**src/rtl/serial_sub8_if.sv**
```systemverilog
// Operand/result handshake bundle for the bit-serial subtractor.
// master = producer/consumer side, slave = the subtractor.
interface serial_sub8_if #(parameter int WIDTH = 8);
  logic             in_valid;
  logic             in_ready;
  logic [WIDTH-1:0] a;
  logic [WIDTH-1:0] b;
  logic             bin;
  logic             out_valid;
  logic             out_ready;
  logic [WIDTH-1:0] diff;
  logic             bout;

  modport master (
    output in_valid, a, b, bin, out_ready,
    input  in_ready, out_valid, diff, bout
  );

  modport slave (
    input  in_valid, a, b, bin, out_ready,
    output in_ready, out_valid, diff, bout
  );
endinterface

```
**src/rtl/serial_sub8.sv**
```systemverilog
// Bit-serial subtractor: (a - b - bin) computed LSB first through one
// full-subtractor cell, one bit per RUN cycle, valid/ready on both sides.
module serial_sub8 #(
  parameter int WIDTH = 8
) (
  input  logic         clk,
  input  logic         rst_n,
  serial_sub8_if.slave bus
);

  localparam int CW = (WIDTH > 1) ? $clog2(WIDTH) : 1;
  localparam logic [CW-1:0] LAST = CW'(WIDTH - 1);

  typedef enum logic [1:0] {IDLE, RUN, DONE} state_t;

  state_t           state, state_nxt;
  logic [WIDTH-1:0] sa, sb, part, diff_q;
  logic             br, bout_q;
  logic [CW-1:0]    cnt;
  logic             d, br_nxt, last;

  // single full-subtractor cell
  assign d      = sa[0] ^ sb[0] ^ br;
  assign br_nxt = (~sa[0] & sb[0]) | (~sa[0] & br) | (sb[0] & br);
  assign last   = (cnt == LAST);

  always_comb begin
    state_nxt     = state;
    bus.in_ready  = 1'b0;
    bus.out_valid = 1'b0;
    case (state)
      IDLE: begin
        bus.in_ready = 1'b1;
        if (bus.in_valid) state_nxt = RUN;
      end
      RUN:  if (last) state_nxt = DONE;
      DONE: begin
        bus.out_valid = 1'b1;
        if (bus.out_ready) state_nxt = IDLE;
      end
      default: state_nxt = IDLE;
    endcase
  end

  always_ff @(posedge clk or negedge rst_n) begin
    if (!rst_n) state <= IDLE;
    else        state <= state_nxt;
  end

  always_ff @(posedge clk or negedge rst_n) begin
    if (!rst_n) begin
      sa     <= '0;
      sb     <= '0;
      part   <= '0;
      br     <= 1'b0;
      cnt    <= '0;
      diff_q <= '0;
      bout_q <= 1'b0;
    end else begin
      case (state)
        IDLE: if (bus.in_valid) begin
          sa  <= bus.a;
          sb  <= bus.b;
          br  <= bus.bin;
          cnt <= '0;
        end
        RUN: begin
          sa   <= sa >> 1;
          sb   <= sb >> 1;
          part <= {d, part[WIDTH-1:1]};
          br   <= br_nxt;
          // result registers change only on the completing edge
          if (last) begin
            diff_q <= {d, part[WIDTH-1:1]};
            bout_q <= br_nxt;
          end else begin
            cnt <= cnt + 1'b1;
          end
        end
        default: ;
      endcase
    end
  end

  assign bus.diff = diff_q;
  assign bus.bout = bout_q;

endmodule

```
**src/flat_wrapper.sv**
```systemverilog
// flat-port wrapper written by rule: the top's interface ports become plain ports
module serial_sub8_flat 
#(
  parameter int WIDTH = 8
)
  (clk, rst_n, bus_in_valid, bus_a, bus_b, bus_bin, bus_out_ready, bus_in_ready, bus_out_valid, bus_diff, bus_bout);
  serial_sub8_if #(.WIDTH(WIDTH)) bus_i ();
  input  logic clk;
  input  logic rst_n;
  input wire logic [$bits(bus_i.in_valid)-1:0] bus_in_valid;
  input wire logic [$bits(bus_i.a)-1:0] bus_a;
  input wire logic [$bits(bus_i.b)-1:0] bus_b;
  input wire logic [$bits(bus_i.bin)-1:0] bus_bin;
  input wire logic [$bits(bus_i.out_ready)-1:0] bus_out_ready;
  output wire logic [$bits(bus_i.in_ready)-1:0] bus_in_ready;
  output wire logic [$bits(bus_i.out_valid)-1:0] bus_out_valid;
  output wire logic [$bits(bus_i.diff)-1:0] bus_diff;
  output wire logic [$bits(bus_i.bout)-1:0] bus_bout;
  assign bus_i.in_valid = bus_in_valid;
  assign bus_i.a = bus_a;
  assign bus_i.b = bus_b;
  assign bus_i.bin = bus_bin;
  assign bus_i.out_ready = bus_out_ready;
  assign bus_in_ready = bus_i.in_ready;
  assign bus_out_valid = bus_i.out_valid;
  assign bus_diff = bus_i.diff;
  assign bus_bout = bus_i.bout;
  serial_sub8 #(.WIDTH(WIDTH)) u_core (.clk(clk), .rst_n(rst_n), .bus(bus_i));
endmodule
```
**config.mk**
```make
export PLATFORM = sky130hd
export DESIGN_NAME = serial_sub8_flat
export DESIGN_NICKNAME = d
export VERILOG_FILES = /design/src/rtl/serial_sub8_if.sv /design/src/rtl/serial_sub8.sv /design/src/flat_wrapper.sv
export SDC_FILE = /design/constraint.sdc
export NUM_CORES = 1
export LEC_CHECK = 0
export ABC_AREA = 1
export CORE_ASPECT_RATIO = 0.7
export CORE_MARGIN = 2
export CORE_UTILIZATION = 50
export DETAILED_ROUTE_END_ITERATION = 6
export DONT_BUFFER_PORTS = 1
export HOLD_SLACK_MARGIN = 0.15
export PLACE_DENSITY = 0.78
export SYNTH_ARGS = -nofsm -noshare
export SYNTH_HDL_FRONTEND = slang
export SYNTH_SLANG_ARGS = --single-unit
```
**constraint.sdc**
```tcl
create_clock -name clk -period 1.5 [get_ports clk]
set_clock_uncertainty 0.1 [all_clocks]
set_input_delay 0.3 -clock clk [delete_from_list [all_inputs] [get_ports clk]]
set_output_delay 0.3 -clock clk [all_outputs]
set_load 0.1 [all_outputs]
```
==> Yosys cells after proc, flatten, opt, wreduce, memory -nomap -nowiden <==
Index checks and enable logic that the tools add are counted.
{ "totals": {"ramBits": 0, "word_cells": 45, "romBits": 0, "ff_bits": 39, "n_memories": 0, "inputBits": 21, "out_inout_bits": 11, "latch_bits": 0} }
{ "classes": {"add_sub_neg": 1, "shifts": 0, "div_mod_pow": 0, "n_lt_le_gt_ge": 0, "bitwise_logic": 8, "mux": 15, "mul": 0, "n_eq_ne": 7, "reduce_logical": 6} }
{ "ops": {"columns": ["op", "n"], "rows": [
  ["8-bit one-hot mux with 2 select lines", 2],
  ["8-bit 2-to-1 mux", 2],
  ["2-bit 2-to-1 mux", 3],
  ["3-bit 2-to-1 mux", 2],
  ["2-bit != test, second input constant", 3],
  ["2-bit one-hot mux with 3 select lines", 1],
  ["3-bit one-hot mux with 2 select lines", 1],
  ["3-bit AND reduction", 2],
  ["2-bit AND reduction", 2],
  ["3-bit by 1-bit adder with 3-bit output, second input constant", 1],
  ["1-bit bitwise AND", 3],
  ["3-bit == test, second input constant", 1],
  ["1-bit 2-to-1 mux", 3],
  ["2-bit by 1-bit == test with 1-bit output, second input constant", 1],
  ["2-bit == test, second input constant", 1],
  ["2-bit logical NOT", 1],
  ["2-bit by 1-bit != test with 1-bit output, second input constant", 1],
  ["1-bit OR", 2],
  ["1-bit one-hot mux with 2 select lines", 1],
  ["2-bit nonzero test", 1],
  ["1-bit bitwise XOR", 2],
  ["1-bit NOT", 1]
]} }

==> Longest topological paths before layout <==
{ "depth": {"word_depth": 5, "mapped_depth": 7, "mapped_depth_nobuf": 6} }

==> Worst setup path before layout <==
OpenSTA, ideal clock, no wires.
{ "synth_path": {"kind": "register to register", "startpoint": "reg u_core.state[0]", "endpoint": "reg u_core.cnt[0]", "required_time_ns": 1.279, "setup_ns": 0.121, "t_arrival_ns": 2.396, "period_less_slack_ns": 2.617, "stages_incl_launch_ff": 6, "path_buffers": 1, "slack_ns": -1.117, "cell_sequence": "dfrtp_1 buf_4 nor2_1 nand2_1 nand3_1 nand2_1"} }
{ "synth_via": {"elab_chain_cells": 3, "word_cells_on_any_way": 7, "cone_classes": "eq/ne: 3; mux: 1; reduce/logical: 3"} }
{ "synth_rtl": {"columns": ["element", "line_no", "rtl"], "rows": [
  ["start: declaration", "serial_sub8.sv:16", "state_t state, state_nxt;"],
  ["start signal: assignment", "serial_sub8.sv:47", "else state <= state_nxt;"],
  ["2-bit by 1-bit == test with 1-bit output / 2-bit logical NOT (equally long branches)", "serial_sub8.sv:60", "case (state)"],
  ["2-bit != test (no line) / 2-bit nonzero test (equally long branches)", null, null],
  ["3-bit AND reduction (no line)", null, null],
  ["end signal: assignment", "serial_sub8.sv:77", "cnt <= cnt + 1'b1;"],
  ["end: declaration", "serial_sub8.sv:19", "logic [CW-1:0] cnt;"]
]} }
Several ways; a longest one is shown, not always the timed one.
A chain may end at the register's enable or synchronous reset.

==> Final worst setup path <==
{ "layout_path": {"startpoint": "reg u_core.state[0]", "endpoint": "out bus_in_ready"} }
{ "layout_via": {"elab_chain_cells": 2} }
{ "layout_rtl": {"columns": ["element", "line_no", "rtl"], "rows": [
  ["2-bit logical NOT", "serial_sub8.sv:31", "case (state)"],
  ["1-bit 2-to-1 mux", "serial_sub8.sv:31", null],
  ["end: declaration", "flat_wrapper.sv:15", "output wire logic [$bits(bus_i.in_ready)-1:0] bus_in_ready;"]
]} }
Every way passes these cells.

==> results.cfg <==
[outcome]
status = finished with violations
violations = negative setup slack

[sta]
finalMaxSlewViolations = 0
final_min_period_over_clock_period = 1.03
final_period_minus_worst_setup_slack_ns = 1.55
achievable-frequency_mhz = 646
tightestPinTransition_ns = 0.293
hold_viol = 0
setup_viol = 2
setup_total_negative_slack_ns = -0.0680
timing.final.ws_setup_ns = -0.0471
max-slew-margin-rel = 0.805
rsz_0062_raised_after_global_routing = yes

[worst_setup_path]
worst_r2r_startpoint = u_core.state[0]
r2r_setup_slack_ns = 0.07
crit_path_end = bus_in_ready
r2r_path_end = u_core.cnt[2]
critical_path_required_ns = 1.10
rr_worst_depth = 7
arrival_ns = 1.15
cp-startpoint = u_core.state[0]
critical_path_class = reg2out
crit_fanout = 4
setup.worst_path.end_class = output pin
cp-start-kind = flop

[yosys]
synth.cell_area_um2 = 1740
synth_cell_type_count = 16
postSynthCellCount = 212
sequential_share_of_the_synthesized_area = 0.546
post_synth.cell_area_avg_um2 = 8.21
post_synth_net_total = 236
flip_flop_and_latch_count_after_synthesis = 38
yosys_warnings = 0

[grt]
grt_antenna_before_repair = 0
grt.total_usage = 0.232
gr-total-overflow = 0
grt_max_degree = 39
grt_pass1_wl_mm = 6.59
grt_pass1_vias = 1392

[worst_hold_path]
hold_class = in2reg

[die]
chipHeight_um = 53.4
placement_rows = 17
floorplan.io_pins = 32
placeableCoreArea_um2 = 3230
floorplan.die_area_um2 = 3980
die_width_um = 74.5
floorplan.initialDensity = 0.538

[power]
power_density_nw_per_um2 = 2440
max-vdd-ir-drop_uv = 1610
totalPowerFinal_mw = 5.90
total_leakage_power_nw = 1.27

[route]
remaining_antenna_violation_count = 0
detailroute.wirelength.met2_mm = 1.69
routed_wirelength_mm = 3.84
maxUsedRoutingLayer = met4
post_drt_wl_per_cell_um = 12.5
detailedRoute.firstPassIterationCount = 4
wl_met1_mm = 1.86
met3RoutedLength_um = 238
vias_per_instance = 4.82
route.detailed.drc = 0
initialDrtViolationCount = 112
routed-via-count = 1476

[placement]
routabilityCongestion = 0.776
placed_cells_incl_taps = 270
detailed_place_hpwl_mm = 2.38
placement.io_buffers = 0
preCtsSetupSlack_ns = 0.0782
placed_area_um2 = 1970

[finish]
final_nets = 282
fin_area_um2 = 2420
flow.area_growth_from_synthesis_pct = 38.8
drive_above_1_share = 0.208
diodes = 0
final_cell_count_no_fill = 306

[cts]
clk-insertion-delay-late_ns = 0.30
cts_buffers = 5
clock-root-buffer = sky130_fd_sc_hd__clkbuf_8
clockBufferDepth = 2
clock_transition_time_at_the_flip_flop_clock_pins_of_the_worst_setup_and_hold_paths_ns = 0.08
tritoncts_clock_tree = done
cts_sinks = 38
htreeDepth = 2

[run]
max_capacitance_violation_count = 0
[registers in the layout, summed over array words and instances, names as in the netlist]
name and count:
u_core.br 1, u_core.bus.bout 1, u_core.bus.diff 8, u_core.cnt 3
u_core.part 7, u_core.sa 8, u_core.sb 8, u_core.state 2
[layout make-up]
cell class              instances  area, µm²
clock buffers                   5       68.8
inverters                      12       50.0
flip-flops and latches         38        952
clock inverters                 3       68.8
well taps                      47       58.8
fillers                       233        817
repair buffers                 48        502
multi-input cells             153        716
[worst max-delay path, stage by stage (launching register included)]
cell	delay, ns
sky130_fd_sc_hd__dfrtp_1	0.41
sky130_fd_sc_hd__buf_12	0.14
sky130_fd_sc_hd__nor2_4	0.12
sky130_fd_sc_hd__buf_12	0.19
[repair_timing]
action | in CTS | in global routing
buffers inserted | 4 | 2
endpoints found under the hold margin | 60 | 0
endpoints found under the setup margin | 2 | 8
cloned | 1 | 0
hold buffers | 21 | 0
gates resized for setup | 1 | 4
pin swaps | 1 | 1
[metal layers]
metal,track usage,vias up
met4,0.0982,0
met1,0.328,664
met2,0.330,50
met3,0.0667,6
li1,-,756
met5,0,-
[worst min path at each step]
stage / from / end / slack, ns / cells past startpoint
floorplan: rst_n / u_core.br / -0.1 / 0
global placement: rst_n / u_core.cnt[0] / -0.09 / 0
detailed placement: rst_n / u_core.cnt[0] / -0.09 / 0
CTS: bus_in_valid / u_core.sb[6] / 0.22 / 4
global route: bus_in_valid / u_core.sa[7] / 0.24 / 4
finish: bus_in_valid / u_core.sa[7] / 0.23 / 4
[logic make-up after synthesis]
group,count (synthesis),synth area share
adder cells (fa/ha/maj),3,0.0259
buffers and inverters,21,0.0539
AND/OR/NAND/NOR,134,0.309
flip-flops,38,0.546
AO/OA/AOI/OAI,16,0.0647
[placed cells by master, fill, tap and decap left out]
cell | Yosys | final
sky130_fd_sc_hd__o21ai_2 | 8 | 8
sky130_fd_sc_hd__inv_1 | 10 | 10
sky130_fd_sc_hd__dfrtp_1 | 38 | 37
sky130_fd_sc_hd__o31ai_1 | 1 | 1
sky130_fd_sc_hd__dlygate4sd3_1 | 0 | 20
sky130_fd_sc_hd__fa_1 | 1 | 1
sky130_fd_sc_hd__nand2_2 | 1 | 2
sky130_fd_sc_hd__ha_1 | 2 | 1
sky130_fd_sc_hd__buf_12 | 0 | 5
sky130_fd_sc_hd__nor2_2 | 2 | 2
sky130_fd_sc_hd__buf_4 | 2 | 21
sky130_fd_sc_hd__bufbuf_16 | 0 | 1
sky130_fd_sc_hd__ha_2 | 0 | 1
sky130_fd_sc_hd__nand3_1 | 22 | 22
sky130_fd_sc_hd__clkinv_4 | 0 | 1
sky130_fd_sc_hd__bufinv_16 | 0 | 2
sky130_fd_sc_hd__buf_6 | 0 | 1
sky130_fd_sc_hd__nand2_1 | 107 | 106
sky130_fd_sc_hd__o21ai_0 | 7 | 7
sky130_fd_sc_hd__clkbuf_8 | 0 | 5
sky130_fd_sc_hd__nor2_4 | 0 | 2
sky130_fd_sc_hd__inv_2 | 2 | 1
sky130_fd_sc_hd__inv_6 | 0 | 1
sky130_fd_sc_hd__dfrtp_2 | 0 | 1
[where the power goes]
group / switching (mW) / internal [mW]
clock network: 0.379 / 0.666
logic: 2.07 / 1.08
registers: 0.231 / 1.47
total: 2.68 / 3.22
[Yosys cell counts]
| cell | count | area, µm² |
|---|---|---|
| sky130_fd_sc_hd__nand2_2 | 1 | 6.26 |
| sky130_fd_sc_hd__buf_2 | 6 | 30.0 |
| sky130_fd_sc_hd__inv_1 | 10 | 37.5 |
| sky130_fd_sc_hd__nor2_2 | 2 | 12.5 |
| sky130_fd_sc_hd__clkbuf_1 | 1 | 3.75 |
| sky130_fd_sc_hd__buf_4 | 2 | 15.0 |
| sky130_fd_sc_hd__nand2_1 | 107 | 402 |
| sky130_fd_sc_hd__o21ai_2 | 8 | 70.1 |
| sky130_fd_sc_hd__dfrtp_1 | 38 | 951 |
| sky130_fd_sc_hd__o21ai_0 | 7 | 35.0 |
| sky130_fd_sc_hd__o31ai_1 | 1 | 7.51 |
| sky130_fd_sc_hd__nor2_1 | 2 | 7.51 |
| sky130_fd_sc_hd__inv_2 | 2 | 7.51 |
| sky130_fd_sc_hd__nand3_1 | 22 | 110 |
| sky130_fd_sc_hd__fa_1 | 1 | 20.0 |
| sky130_fd_sc_hd__ha_1 | 2 | 25.0 |
[per-stage QoR]
step / utilization / hold WS, ns
CTS: 0.739 / 0.223
detailed placement: 0.609 / -0.0944
floorplan: - / -0.0956
global route: 0.747 / 0.236
global placement: 0.609 / -0.0942
finish: 0.747 / 0.234
Power figures use the tool's default switching activity.
